==> src/rtl/bcd_to_bin_if.sv <==
// Handshake bundle between a packed-BCD producer and the bcd_to_bin converter.
// The master drives operand and start; the slave returns result and status.
interface bcd_to_bin_if #(
    parameter int unsigned DIGITS    = 4,
    parameter int unsigned BIN_WIDTH = 16
);
    logic [4*DIGITS-1:0] bcd_in;
    logic                start;
    logic [BIN_WIDTH-1:0] bin_out;
    logic                done;
    logic                busy;
    logic                error;

    modport master (
        output bcd_in,
        output start,
        input  bin_out,
        input  done,
        input  busy,
        input  error
    );

    modport slave (
        input  bcd_in,
        input  start,
        output bin_out,
        output done,
        output busy,
        output error
    );
endinterface

==> src/rtl/bcd_to_bin.sv <==
// Sequential packed-BCD to binary converter using reverse double-dabble:
// shift {bcd,bin} right once per cycle, then subtract 3 from every digit >= 8.
module bcd_to_bin #(
    parameter int unsigned DIGITS    = 4,
    parameter int unsigned BIN_WIDTH = 16
) (
    input logic        clk,
    input logic        reset,
    bcd_to_bin_if.slave bus
);

    localparam int unsigned BcdW = 4 * DIGITS;
    localparam int unsigned CntW = (BIN_WIDTH > 1) ? $clog2(BIN_WIDTH) : 1;

    // True when BIN_WIDTH bits can hold the largest DIGITS-digit decimal value.
    function automatic bit width_ok();
        longint unsigned max_bcd;
        max_bcd = 64'd1;
        for (int unsigned i = 0; i < DIGITS; i++) begin
            max_bcd = max_bcd * 64'd10;
        end
        max_bcd = max_bcd - 64'd1;
        if (BIN_WIDTH >= 64) begin
            return 1'b1;
        end
        return (64'd1 << BIN_WIDTH) > max_bcd;
    endfunction

    localparam bit WidthOk = width_ok();

    typedef enum logic [0:0] {StIdle, StConvert} state_e;

    state_e               state_q, state_d;
    logic [BcdW-1:0]      sr_bcd_q, sr_bcd_d;
    logic [BIN_WIDTH-1:0] sr_bin_q, sr_bin_d;
    logic [CntW-1:0]      count_q, count_d;
    logic [BIN_WIDTH-1:0] bin_out_q, bin_out_d;
    logic                 done_q, done_d;
    logic                 busy_q, busy_d;
    logic                 error_q, error_d;

    logic [BcdW-1:0]      bcd_sh;
    logic [BcdW-1:0]      bcd_adj;
    logic [BIN_WIDTH-1:0] bin_sh;
    logic                 bcd_bad;

    always_comb begin
        {bcd_sh, bin_sh} = {sr_bcd_q, sr_bin_q} >> 1;
        bcd_adj = bcd_sh;
        for (int unsigned i = 0; i < DIGITS; i++) begin
            if (bcd_sh[4*i +: 4] >= 4'd8) begin
                bcd_adj[4*i +: 4] = bcd_sh[4*i +: 4] - 4'd3;
            end
        end
    end

    always_comb begin
        bcd_bad = 1'b0;
        for (int unsigned i = 0; i < DIGITS; i++) begin
            if (bus.bcd_in[4*i +: 4] > 4'd9) begin
                bcd_bad = 1'b1;
            end
        end
    end

    always_comb begin
        state_d   = state_q;
        sr_bcd_d  = sr_bcd_q;
        sr_bin_d  = sr_bin_q;
        count_d   = count_q;
        bin_out_d = bin_out_q;
        done_d    = 1'b0;
        busy_d    = busy_q;
        error_d   = error_q;

        unique case (state_q)
            StIdle: begin
                if (bus.start) begin
                    if (bcd_bad) begin
                        // Rejected operand: report immediately, never enter CONVERT.
                        done_d    = 1'b1;
                        error_d   = 1'b1;
                        bin_out_d = '0;
                    end else begin
                        sr_bcd_d = bus.bcd_in;
                        sr_bin_d = '0;
                        count_d  = '0;
                        busy_d   = 1'b1;
                        state_d  = StConvert;
                    end
                end
            end
            StConvert: begin
                sr_bcd_d = bcd_adj;
                sr_bin_d = bin_sh;
                count_d  = count_q + CntW'(1);
                if (count_q == CntW'(BIN_WIDTH - 1)) begin
                    bin_out_d = bin_sh;
                    done_d    = 1'b1;
                    error_d   = 1'b0;
                    busy_d    = 1'b0;
                    state_d   = StIdle;
                end
            end
            default: state_d = StIdle;
        endcase
    end

    always_ff @(posedge clk) begin
        if (reset) begin
            state_q   <= StIdle;
            sr_bcd_q  <= '0;
            sr_bin_q  <= '0;
            count_q   <= '0;
            bin_out_q <= '0;
            done_q    <= 1'b0;
            busy_q    <= 1'b0;
            error_q   <= 1'b0;
        end else begin
            state_q   <= state_d;
            sr_bcd_q  <= sr_bcd_d;
            sr_bin_q  <= sr_bin_d;
            count_q   <= count_d;
            bin_out_q <= bin_out_d;
            done_q    <= done_d;
            busy_q    <= busy_d;
            error_q   <= error_d;
        end
    end

    always_ff @(posedge clk) begin
        assert (WidthOk)
        else $error("bcd_to_bin: BIN_WIDTH too small for DIGITS decimal digits");
    end

    assign bus.bin_out = bin_out_q;
    assign bus.done    = done_q;
    assign bus.busy    = busy_q;
    assign bus.error   = error_q;

endmodule

==> src/flat_wrapper.sv <==
// flat-port wrapper written by rule: the top's interface ports become plain ports
module bcd_to_bin_flat 
#(
    parameter int unsigned DIGITS    = 4,
    parameter int unsigned BIN_WIDTH = 16
)
  (clk, reset, bus_bcd_in, bus_start, bus_bin_out, bus_done, bus_busy, bus_error);
  bcd_to_bin_if #(.DIGITS(DIGITS), .BIN_WIDTH(BIN_WIDTH)) bus_i ();
  input logic clk;
  input logic reset;
  input wire logic [$bits(bus_i.bcd_in)-1:0] bus_bcd_in;
  input wire logic [$bits(bus_i.start)-1:0] bus_start;
  output wire logic [$bits(bus_i.bin_out)-1:0] bus_bin_out;
  output wire logic [$bits(bus_i.done)-1:0] bus_done;
  output wire logic [$bits(bus_i.busy)-1:0] bus_busy;
  output wire logic [$bits(bus_i.error)-1:0] bus_error;
  assign bus_i.bcd_in = bus_bcd_in;
  assign bus_i.start = bus_start;
  assign bus_bin_out = bus_i.bin_out;
  assign bus_done = bus_i.done;
  assign bus_busy = bus_i.busy;
  assign bus_error = bus_i.error;
  bcd_to_bin #(.DIGITS(DIGITS), .BIN_WIDTH(BIN_WIDTH)) u_core (.clk(clk), .reset(reset), .bus(bus_i));
endmodule
==> config.mk <==
export PLATFORM = sky130hd
export DESIGN_NAME = bcd_to_bin_flat
export DESIGN_NICKNAME = d
export VERILOG_FILES = /design/src/rtl/bcd_to_bin_if.sv /design/src/rtl/bcd_to_bin.sv /design/src/flat_wrapper.sv
export SDC_FILE = /design/constraint.sdc
export NUM_CORES = 1
export LEC_CHECK = 0
export ABC_AREA = 1
export CAP_MARGIN = 20
export CORE_ASPECT_RATIO = 1.1
export CORE_MARGIN = 3
export CORE_UTILIZATION = 40
export DETAILED_ROUTE_END_ITERATION = 12
export DONT_BUFFER_PORTS = 1
export MAX_ROUTING_LAYER = met4
export PLACE_DENSITY = 0.51
export SYNTH_ARGS = -nofsm -noshare
export SYNTH_HDL_FRONTEND = slang
export SYNTH_SLANG_ARGS = --single-unit
export TNS_END_PERCENT = 10
==> constraint.sdc <==
create_clock -name clk -period 2.4 [get_ports clk]
set_input_delay 0.24 -clock clk [delete_from_list [all_inputs] [get_ports clk]]
set_output_delay 0.24 -clock clk [all_outputs]
set_load 0.05 [all_outputs]
* After elaboration in Yosys (flattened, before gate mapping)
Cells that the tools add are included.
** Word-level totals
- Register bits after elaboration :: 56
- Bits in latches :: 0
- Bits in writable memories :: 0
- Bits in read-only memories :: 0
- Input port bits :: 19
- Output and inout port bits :: 19
- Word-level logic and storage cells :: 66
- Memories :: 0
** Operators by class
- Add/subtract/negate cells :: 5
- $mul :: 0
- Div/mod/pow operators :: 0
- Magnitude comparators :: 8
- Eq/ne operators :: 5
- Shift-type cells :: 0
- Multiplexer cells :: 36
- Bitwise gates (word level) :: 1
- Reduce and logical (&&, ||, !) cells :: 3
** Operator list (number)
- 2-to-1 mux 16 bit :: 7
- one-hot mux 16 bit (2 select lines) :: 3
- 2-to-1 mux 4 bit :: 6
- > comparator 4 bit, second input constant :: 4
- 2-to-1 mux 1 bit :: 15
- greater-or-equal comparator 4 bit, second input constant :: 3
- subtractor 4 x 2 -> 4 bit, second input constant :: 3
- one-hot mux 1 bit (2 select lines) :: 4
- one-hot mux 4 bit (2 select lines) :: 1
- != test 2 bit, second input constant :: 3
- AND reduction 3 bit :: 2
- adder 4 x 1 -> 4 bit, second input constant :: 1
- == test 4 bit, second input constant :: 1
- greater-or-equal comparator 3 x 4 -> 1 bit, second input constant :: 1
- subtractor 3 x 2 -> 4 bit, second input constant :: 1
- != test 2 x 1 -> 1 bit, second input constant :: 1
- AND reduction 2 bit :: 1
- NOT 1 bit :: 1

* Depth between registers and ports, before layout
Gate-level depths: netlist (run 1).
- Depth after elaboration :: 8
- Mapped depth :: 9
- Depth with buffers taken out :: 9

* Least setup slack after synthesis (run 1)
Ideal clock, no wire load.
- Kind :: reg2reg
- From :: reg u_core.count_q[0]
- To :: reg u_core.bin_out_q[0], in the netlist u_core.bus.bin_out[0]
- Setup time :: 132 ps
- Arrival :: 1155 ps
- Data required time :: 2268 ps
- Slack :: 1112 ps
- Cell stages (with the launch flop) :: 8
- Buffers on the path :: 1
- Period minus slack after synthesis :: 1288 ps
- Path through :: dfxtp_1 > ha_1 > inv_1 > nor3_4 > nand2_1 > buf_2 > nand3_1 > a21oi_1
** Between the ends
- Cells in the longest elaborated chain, start to end :: 3
** Ends and longest elaborated chain
- start: declaration :: RTL line bcd_to_bin.sv:36 : logic [CntW-1:0] count_q, count_d;
- start signal: assignment :: RTL line bcd_to_bin.sv:123 : count_q <= count_d;
- == test 4 bit :: RTL line bcd_to_bin.sv:97 : if (count_q == CntW'(BIN_WIDTH - 1)) begin
- != test 2 bit (no source line)
- AND reduction 3 bit (no source line)
- end signal: assignment :: RTL line bcd_to_bin.sv:124 : bin_out_q <= bin_out_d;
- end: declaration :: RTL line bcd_to_bin.sv:37 : logic [BIN_WIDTH-1:0] bin_out_q, bin_out_d;
Every way passes these cells.
A chain may end at the register's enable or synchronous reset.

* Final worst setup path (run 1)
- From :: reg u_core.state_q
- To :: reg u_core.bin_out_q[9], in the netlist u_core.bus.bin_out[9]
** Between the ends
- Cells in the longest elaborated chain, start to end :: 3
- Elaborated cells between the ends (all ways) :: 6
- Classes of those cells :: eq/ne (3); mux (1); bitwise (1); reduce/logical (1)
** Ends and longest elaborated chain
- start: declaration :: RTL line bcd_to_bin.sv:33 : state_e state_q, state_d;
- start signal: assignment :: RTL line bcd_to_bin.sv:111 : state_q <= StIdle;
- start signal: assignment :: RTL line bcd_to_bin.sv:120 : state_q <= state_d;
- NOT 1 bit :: RTL line bcd_to_bin.sv:76 : unique case (state_q)
- != test 2 x 1 -> 1 bit (no source line) / != test 2 bit (equally long branches)
- AND reduction 3 bit (no source line)
Parallel ways exist; a longest one is shown, timed or not.

==> results of run 1 <==
[metal layers]
| layer | global-route usage, % | vias up | part of all wire [%] |
|---|---|---|---|
| met5 | - | - | 0 |
| met3 | 3.892 | 6 | 5.0 |
| met1 | 26.39 | 1026 | 50 |
| met2 | 23.60 | 47 | 44 |
| met4 | 4.087 | 0 | 0.87 |
| li1 | - | 1160 | - |
[sequential cells by signal (all words and copies together), names as in the netlist]
signal / cells
u_core.state_q: 1
u_core.count_q: 4
u_core.bus.bin_out: 16
u_core.sr_bin_q: 15
u_core.sr_bcd_q: 16
u_core.bus.done: 1
u_core.bus.busy: 1
u_core.bus.error: 1
[critical path, delay by kind of cell, from the launching register on]
family                 cells  cell delay (ns)
AND/OR/NAND/NOR            2             0.83
buffers and inverters      1             0.44
flip-flops                 1             0.35
AO/OA/AOI/OAI              1             0.08
[power by group through the flow]
stage | Clock, W | Sequential (W) | Combinational (W)
after global placement | 0 | 0.000976 | 0.000128
after floorplan | 0 | 0.000972 | 0.000120
after global routing | 0.000595 | 0.000959 | 0.000163
after CTS | 0.000557 | 0.000955 | 0.000144
after detailed placement | 0 | 0.000976 | 0.000128
final | 0.000537 | 0.000955 | 0.000143
[cells in the mapped netlist (2+ instances only)]
cell,count,area [µm²]
nand3_1,83,415.4
clkbuf_1,5,18.77
inv_2,2,7.510
dfxtp_1,55,1101
o21ai_0,10,50.05
nand2_4,2,22.52
buf_6,4,45.04
nor2_2,2,12.51
o22ai_1,3,18.77
o21bai_1,3,22.52
a21oi_1,55,275.3
buf_2,15,75.07
inv_1,20,75.07
ha_1,7,87.58
nand2_1,61,229.0
nor2_1,21,78.83
[cell type report]
type	count	area [µm²]
fill	669	3538
multi-input combinational	252	1254
sequential	55	1101
tap	80	100.1
inverter	22	82.58
clock buffer	5	68.82
timing repair buffer	5	62.56
clock inverter	3	23.77
[cell families after synthesis]
kind of cell,share of synthesized area [%]
AOI/OAI and AO/OA,14.89
adders and majority gates,3.385
buffers and inverters,8.994
DFF,42.55
and+or+nand+nor,30.17
[final timing paths]
path,startpoint,to,slack [ns],depth (start not counted)
setup / recovery,u_core.state_q,u_core.bus.bin_out[9],0.58,4
hold / removal,bus_bcd_in[15],u_core.sr_bcd_q[15],0.07,2
setup reg to reg,u_core.state_q,u_core.bus.bin_out[9],0.58,4
hold reg to reg,u_core.sr_bcd_q[15],u_core.sr_bcd_q[15],0.48,2
[stage by stage]
stage                     cells  worst slack, ns  cell area (µm²)  total power (W)
final                       422           0.5832             2693         0.001634
after global routing        422           0.3594             2693         0.001717
after CTS                   422           0.6026             2693         0.001657
after detailed placement    413           0.6211             2580         0.001104
after global placement      413           0.6293             2580         0.001103
after floorplan             355            1.112             2587         0.001092
[placed cells by master, fill, tap and decap left out]
master,instances
ha_1,7
inv_1,20
o21ai_0,10
buf_12,2
nor3_4,1
clkinvlp_4,1
o21bai_1,3
o211ai_1,1
o22ai_1,3
o21ai_1,1
a21oi_1,55
clkinv_2,1
nand2_4,2
clkbuf_8,5
inv_2,2
buf_4,3
nor2_2,2
a31oi_1,1
nor2_1,21
dfxtp_1,55
nand2_1,61
nand2_2,1
nand3_1,83
inv_8,1
[timing repair]
action	CTS	global route
endpoints found under the hold margin	49	0
hold buffers	1	0
gates resized for setup	0	0
==> results.rst, run 1 <==
.. list-table::
   :header-rows: 1

   * - Metric
     - Value
   * - Outcome
     - finished clean
   * - I/O pin cnt
     - 38
   * - Starting Density
     - 41.53%
   * - Buffer count from post-CTS setup fixing
     - 0
   * - Die Height
     - 90.36 µm
   * - Number of hold violations in the final report
     - 0
   * - Total routing resource utilization after global routing
     - 17.46%
   * - Number of vias per cell
     - 5.306
   * - Setup repair after global routing missed its margin
     - no
   * - Relative contribution of combinational cells to total power
     - 8.7%
   * - Vias post-DR
     - 2,239
   * - Hold Worst Slack
     - 0.06558 ns
   * - Internal cell power
     - 0.001182 W
   * - Class of the tightest hold or removal check
     - in2reg
   * - Switching component of the power
     - 0.0004521 W
   * - Proportion of power drawn by the clock network
     - 32.8%
   * - Root buffer selected by CTS
     - clkbuf_8
   * - Worst path slowest cell
     - nand2_1
   * - Period minus WS final
     - 1.817 ns
   * - Iteration-0 DRC Markers
     - 105
   * - Area of the die
     - 0.007471 mm²
   * - CTS tree
     - done
   * - Chip Width
     - 82.69 µm
   * - Transition time at the pin with the least slew margin
     - 0.7322 ns
   * - DRC violations left
     - 0
   * - Sequence of cells on the critical path
     - buf_4 -> nand2_1 -> nand3_1 -> a21oi_1
   * - Standard-cell row count
     - 30
   * - HPWL after DPL
     - 3.755 mm
   * - Leak Pwr
     - 0.9868 nW
   * - Layout cell share with drive strength beyond 1
     - 6.140%
   * - Clock Skew
     - 0.007749 ns
   * - P&R area growth vs syn
     - 4.062%
   * - Synth async-reset ratio
     - 0%
   * - Final standard cell utilization of the core
     - 43.21%
   * - Maximum number of pins on one net before global-route repair
     - 52
   * - Ratio of final minimum period to clock period
     - 75.70%
   * - Syn_nets
     - 381
   * - TritonCTS buffer count
     - 5
   * - CTS HTree Levels
     - 2
   * - Dominant register cell in the synthesized netlist
     - dfxtp_1
   * - Seq pwr share
     - 58.4%
   * - Clock tree sinks
     - 55
   * - Remaining antenna violation count
     - 0
   * - Maximum clock rate
     - 550.4 MHz
   * - Synth Register Bits
     - 55
   * - Total negative setup slack
     - 0 ns
   * - Clk Latency, worst-skew pair
     - 0.31 ns
   * - Cell area after synthesis
     - 0.002587 mm²
   * - Number of max-capacitance violations reported
     - 0
   * - Highest net fanout along the worst path
     - 51
   * - Vias in the first global route
     - 2,024
   * - Number of instances in the synthesized netlist
     - 355
   * - Final number of max-transition violations
     - 0
   * - Total setup violations reported at the end of the flow
     - 0
   * - Area of the core
     - 0.006231 mm²
   * - Worst vdd ir
     - 0.2750 mV
   * - Overflow after GRT
     - 0
   * - Type of origin of the critical path
     - flop
   * - Wire length reported by the detailed router
     - 6.089 mm
   * - Nets@finish
     - 367
   * - Number of distinct standard cells referenced by the synthesized netlist
     - 23
   * - Final weighted congestion of routability-driven global placement
     - 0.7714
   * - Number of iterations in the first detailed-routing pass
     - 4
   * - Count of buffers inserted at the top-level ports
     - 0
   * - Clock input transition at the sequential cells of the worst setup and hold paths
     - 0.10 ns
   * - Category of the worst setup path capture point
     - flop
   * - Switching power as a share of total power
     - 27.66%
   * - Warning count from the yosys run
     - 0
   * - P per Cell Area
     - 607.0 mW/mm²
   * - Share of the yosys chip area belonging to registers
     - 42.55%
   * - Maximum root-to-sink buffer count
     - 2
   * - Wire length of the first global-routing pass
     - 10.14 mm
   * - Antenna violations before repair
     - 0
   * - Required time of the critical path
     - 2.61 ns
   * - Post-synth EDFFs
     - 0
   * - Count of antenna diodes in the layout
     - 0
   * - Average detailed-routed wire length per instance
     - 14.43 µm
   * - Arrival time of the worst setup path
     - 2.02 ns
   * - Post-Syn Area per Cell
     - 7.289 µm²
   * - Setup CP Type
     - reg2reg
   * - Delay of the slowest cell on the worst path
     - 0.57 ns
   * - Max-slew headroom at the worst pin
     - 51.07%
Power figures use the tool's default switching activity.
==> inputs of run 2 (changes only) <==
clock period = 1.9 ns   (was 2.4 ns; I/O delays follow)
==> results.rst, run 2 (synthesized netlist as in run 1, its figures left out) <==
.. list-table::
   :header-rows: 1

   * - Metric
     - Value
   * - Outcome
     - finished clean
   * - Nets@finish
     - 371
   * - Number of max-capacitance violations reported
     - 0
   * - I/O pin cnt
     - 38
   * - Number of iterations in the first detailed-routing pass
     - 4
   * - Antenna violations before repair
     - 0
   * - Required time of the critical path
     - 2.11 ns
   * - Die Height
     - 90.36 µm
   * - Vias post-DR
     - 2,272
   * - CTS HTree Levels
     - 2
   * - Max-slew headroom at the worst pin
     - 51.94%
   * - Number of vias per cell
     - 5.333
   * - TritonCTS buffer count
     - 5
   * - Area of the die
     - 0.007471 mm²
   * - Chip Width
     - 82.69 µm
   * - Path depth of the worst reg2reg path
     - 4
   * - Clock tree sinks
     - 55
   * - Worst vdd ir
     - 0.4040 mV
   * - CTS tree
     - done
   * - Average detailed-routed wire length per instance
     - 14.28 µm
   * - DRC violations left
     - 0
   * - Total routing resource utilization after global routing
     - 17.92%
   * - Maximum number of pins on one net before global-route repair
     - 50
   * - Most used routing layer
     - met1
   * - Number of hold violations in the final report
     - 0
   * - DP Cell Count
     - 416
   * - Wire length of the first global-routing pass
     - 10.26 mm
   * - Leak Pwr
     - 1.008 nW
   * - Area of the core
     - 0.006231 mm²
   * - Number of cells in the finished layout apart from fillers
     - 426
   * - Clk Latency, worst-skew pair
     - 0.32 ns
   * - Root buffer selected by CTS
     - clkbuf_8
   * - Standard-cell row count
     - 30
   * - Wire length reported by the detailed router
     - 6.085 mm
   * - Highest-count cells in the layout ignoring fill and taps
     - nand3_1, nand2_1, a21oi_1, dfxtp_1, nor2_1
   * - Count of buffers inserted at the top-level ports
     - 0
   * - Type of origin of the critical path
     - flop
   * - Total negative setup slack
     - 0 ns
   * - Final standard cell utilization of the core
     - 43.71%
   * - Layout cell share with drive strength beyond 1
     - 6.936%
   * - Overflow after GRT
     - 0
   * - Setup repair after global routing missed its margin
     - no
   * - Iteration-0 DRC Markers
     - 124
   * - Class of the tightest hold or removal check
     - in2reg
   * - Starting Density
     - 41.53%
   * - P&R area growth vs syn
     - 5.271%
   * - Category of the worst setup path capture point
     - flop
   * - GRT met1 Usage
     - 25.37%
   * - Total setup violations reported at the end of the flow
     - 0
   * - Highest net fanout along the worst path
     - 36
   * - Design Power
     - 0.002075 W
   * - Transition time at the pin with the least slew margin
     - 0.7191 ns
   * - Clock input transition at the sequential cells of the worst setup and hold paths
     - 0.10 ns
   * - Vias in the first global route
     - 2,071
   * - Clock Skew
     - 0.01039 ns
   * - Fraction of met3 tracks used by global routing
     - 4.790%
   * - Most common library cell in the layout ignoring fill and taps
     - nand3_1
   * - Cells on Worst Hold Path
     - 4
   * - Count of antenna diodes in the layout
     - 0
   * - Arrival time of the worst setup path
     - 1.89 ns
   * - Maximum clock rate
     - 594.0 MHz
   * - Buffer count from post-CTS setup fixing
     - 0
   * - Final number of max-transition violations
     - 0
   * - Ratio of final minimum period to clock period
     - 88.61%
   * - Post-cts repair resize count
     - 0
   * - Met2 Use GR
     - 24.93%
   * - P per Cell Area
     - 761.7 mW/mm²
   * - Setup CP Type
     - reg2reg
   * - Final weighted congestion of routability-driven global placement
     - 0.7913
   * - Period minus WS final
     - 1.684 ns
   * - Remaining antenna violation count
     - 0
   * - Maximum root-to-sink buffer count
     - 2
   * - HPWL after DPL
     - 3.821 mm
-- run 2: cell types whose count changed in the layout (fill, tap and decap cells not counted) --
cell           delta
buf_4             +3
inv_6             +2
inv_8             -1
clkinvlp_4        -1
dlygate4sd3_1     +1
-- run 2: path summary, 6_finish.rpt --
kind | start | endpoint | slack, ns
setup / recovery | u_core.state_q | u_core.bus.bin_out[3] | 0.22
hold / removal | bus_bcd_in[13] | u_core.sr_bcd_q[13] | 0.12
setup reg to reg | u_core.state_q | u_core.bus.bin_out[3] | 0.22
hold reg to reg | u_core.sr_bin_q[8] | u_core.sr_bin_q[7] | 0.48
-- run 2: worst max-delay path: stages, from the launching register on --
cell	delay [ns]
dfxtp_1	0.37
buf_4	0.35
nand2_1	0.52
nand3_1	0.25
a21oi_1	0.08
-- run 2: per-layer routing --
layer,part of all wire (%),vias up
li1,-,1170
met3,5.9,6
met2,43,45
met1,50,1051
met5,0,-
met4,1.1,0
-- run 2: per-stage QoR --
stage	area [µm²]	worst slack, ns	hold WS (ns)
floorplan	2587	0.6122	0.3213
global placement	2603	0.2678	0.2645
detailed placement	2603	0.2407	0.2661
CTS	2724	0.2224	0.1147
global route	2724	0.02518	0.1342
finish	2724	0.2164	0.1226
-- run 2: cell type report --
class | instances | area [µm²]
Clock inverter | 3 | 22.52
Clock buffer | 5 | 68.82
Tap cell | 80 | 100.1
Sequential cell | 55 | 1101
Multi-Input combinational cell | 252 | 1254
Inverter | 22 | 82.58
Timing Repair Buffer | 9 | 95.09
Fill cell | 698 | 3507
-- run 2: what timing repair did --
item | in CTS | in global routing
setup endpoints to repair | 0 | 0
endpoints found under the hold margin | 50 | 0
hold buffers | 2 | 0
-- run 2: power breakdown --
| part | total, W | internal, W | switching, W |
|---|---|---|---|
| clock | 0.000682 | 0.000268 | 0.000414 |
| sequential | 0.00121 | 0.00117 | 0.0000338 |
| combinational | 0.000186 | 0.0000583 | 0.000128 |
| total | 0.00207 | 0.00150 | 0.000576 |
==> inputs of run 3 (changes only) <==
CELL_PAD_IN_SITES_DETAIL_PLACEMENT = 1   (was unset)
CELL_PAD_IN_SITES_GLOBAL_PLACEMENT = 1   (was unset)
PLACE_DENSITY = 0.68   (was 0.51)
==> results.rst, run 3 (synthesized netlist as in run 1, its figures left out) <==
.. list-table::
   :header-rows: 1

   * - Metric
     - Value
   * - Total routing resource utilization after global routing
     - 19.24%
   * - Number of max-capacitance violations reported
     - 0
   * - Setup slack after placement
     - 0.5413 ns
   * - Maximum number of pins on one net before global-route repair
     - 50
   * - Vias in the first global route
     - 2,328
   * - Average detailed-routed wire length per instance
     - 15.36 µm
   * - P per Cell Area
     - 750.2 mW/mm²
   * - Chip Width
     - 82.69 µm
   * - Required time of the critical path
     - 2.14 ns
   * - Number of iterations in the first detailed-routing pass
     - 4
   * - P&R area growth vs syn
     - 5.996%
   * - Max-slew headroom at the worst pin
     - 63.85%
   * - Maximum root-to-sink buffer count
     - 2
   * - Die Height
     - 90.36 µm
   * - Number of hold violations in the final report
     - 0
   * - Number of cells in the finished layout apart from fillers
     - 429
   * - Wire length of the first global-routing pass
     - 11.20 mm
   * - Standard-cell row count
     - 30
   * - Class of the tightest hold or removal check
     - in2reg
   * - Area of the die
     - 0.007471 mm²
   * - HPWL after DPL
     - 4.485 mm
   * - Wire length reported by the detailed router
     - 6.589 mm
   * - Area taken by multi-input logic gates
     - 0.001254 mm²
   * - Final number of max-transition violations
     - 0
   * - Clock Skew
     - 0.01314 ns
   * - Post-route worst setup slack
     - 0.5446 ns
   * - Final std cell area, no fill
     - 0.002743 mm²
   * - Vias post-DR
     - 2,333
   * - Remaining antenna violation count
     - 0
   * - Setup repair after global routing missed its margin
     - no
   * - Overflow after GRT
     - 0
   * - I/O pin cnt
     - 38
   * - Period minus WS final
     - 1.355 ns
   * - Starting Density
     - 41.53%
   * - Highest net fanout along the worst path
     - 20
   * - Transition time at the pin with the least slew margin
     - 0.5415 ns
   * - Root buffer selected by CTS
     - clkbuf_8
   * - Nets@finish
     - 374
   * - Count of buffers inserted at the top-level ports
     - 0
   * - Antenna violations before repair
     - 0
   * - Ratio of final minimum period to clock period
     - 71.34%
   * - Number of vias per cell
     - 5.438
   * - Most common library cell in the layout ignoring fill and taps
     - nand3_1
   * - Arrival time of the worst setup path
     - 1.60 ns
   * - DRC violations left
     - 0
   * - Outcome
     - finished clean
   * - Clock tree sinks
     - 55
   * - Count of antenna diodes in the layout
     - 0
   * - Final weighted congestion of routability-driven global placement
     - 0.7441
   * - Clk Latency, worst-skew pair
     - 0.31 ns
   * - Leak Pwr
     - 1.020 nW
   * - Maximum clock rate
     - 737.8 MHz
   * - Type of origin of the critical path
     - flop
   * - Count of filler cells inserted in the layout
     - 826
   * - Setup CP Type
     - reg2reg
   * - Category of the worst setup path capture point
     - flop
   * - Total setup violations reported at the end of the flow
     - 0
   * - Total negative setup slack
     - 0 ns
   * - Iteration-0 DRC Markers
     - 93
   * - Area occupied by registers
     - 0.001101 mm²
   * - CTS tree
     - done
   * - Post-cts repair resize count
     - 0
   * - Area of the core
     - 0.006231 mm²
   * - Worst vdd ir
     - 0.4083 mV
   * - DP Cell Count
     - 420
   * - Clock input transition at the sequential cells of the worst setup and hold paths
     - 0.10 ns
   * - Layout cell share with drive strength beyond 1
     - 7.736%
   * - TritonCTS buffer count
     - 5
   * - Instance area after placement
     - 0.002633 mm²
   * - Highest-count cells in the layout ignoring fill and taps
     - nand3_1, nand2_1, a21oi_1, dfxtp_1, nor2_1
   * - CTS HTree Levels
     - 2
-- run 3: layout make-up --
type                       instances  area share (%)
inverter                          22           3.011
sequential                        55           40.15
tap                               80           3.650
clock buffer                       6           2.646
timing repair buffer              12           4.197
multi-input combinational        252           45.71
clock inverter                     2          0.6387
-- run 3: power by group --
group / leakage, nW / internal [W] / switching [W]
logic: 0.530 / 0.0000590 / 0.000131
registers: 0.445 / 0.00117 / 0.0000343
clock network: 0.0454 / 0.000266 / 0.000395
total: 1.02 / 0.00150 / 0.000560
-- run 3: repair_timing --
action / CTS / global route
buffers inserted: 0 / 0
endpoints found under the setup margin: 0 / 0
hold buffers: 1 / 0
hold endpoints to repair: 49 / 0
-- run 3: worst paths after layout --
check	start	endpoint	slack, ns	depth (start not counted)
min reg2reg	u_core.sr_bin_q[3]	u_core.sr_bin_q[2]	0.49	2
min	bus_bcd_in[15]	u_core.sr_bcd_q[15]	0.02	2
max reg2reg	u_core.count_q[0]	u_core.bus.bin_out[13]	0.54	7
max	u_core.count_q[0]	u_core.bus.bin_out[13]	0.54	7
-- run 3: worst max-delay path, stage by stage (launching register included) --
cell	delay, ns
dfxtp_1	0.35
ha_1	0.20
inv_1	0.13
nor3_4	0.05
nand2_1	0.05
buf_4	0.25
nand3_1	0.10
a21oi_1	0.16
-- run 3: through the flow --
step	power [W]	util [%]	hold slack, ns
5_1_grt	0.002165	44.02	0.02642
6_report	0.002058	44.02	0.01617
2_1_floorplan	0.001380	-	0.3213
3_3_place_gp	0.001401	42.25	0.2635
3_5_place_dp	0.001406	42.25	0.2656
4_1_cts	0.002086	44.02	0.009281
-- run 3: metal layers --
layer,vias to the layer above,GRT usage [%],share of wire (%)
li1,1175,-,-
met1,1112,26.23,48
met2,40,28.74,45
met3,6,5.190,5.2
met4,0,3.815,0.96
met5,-,-,0
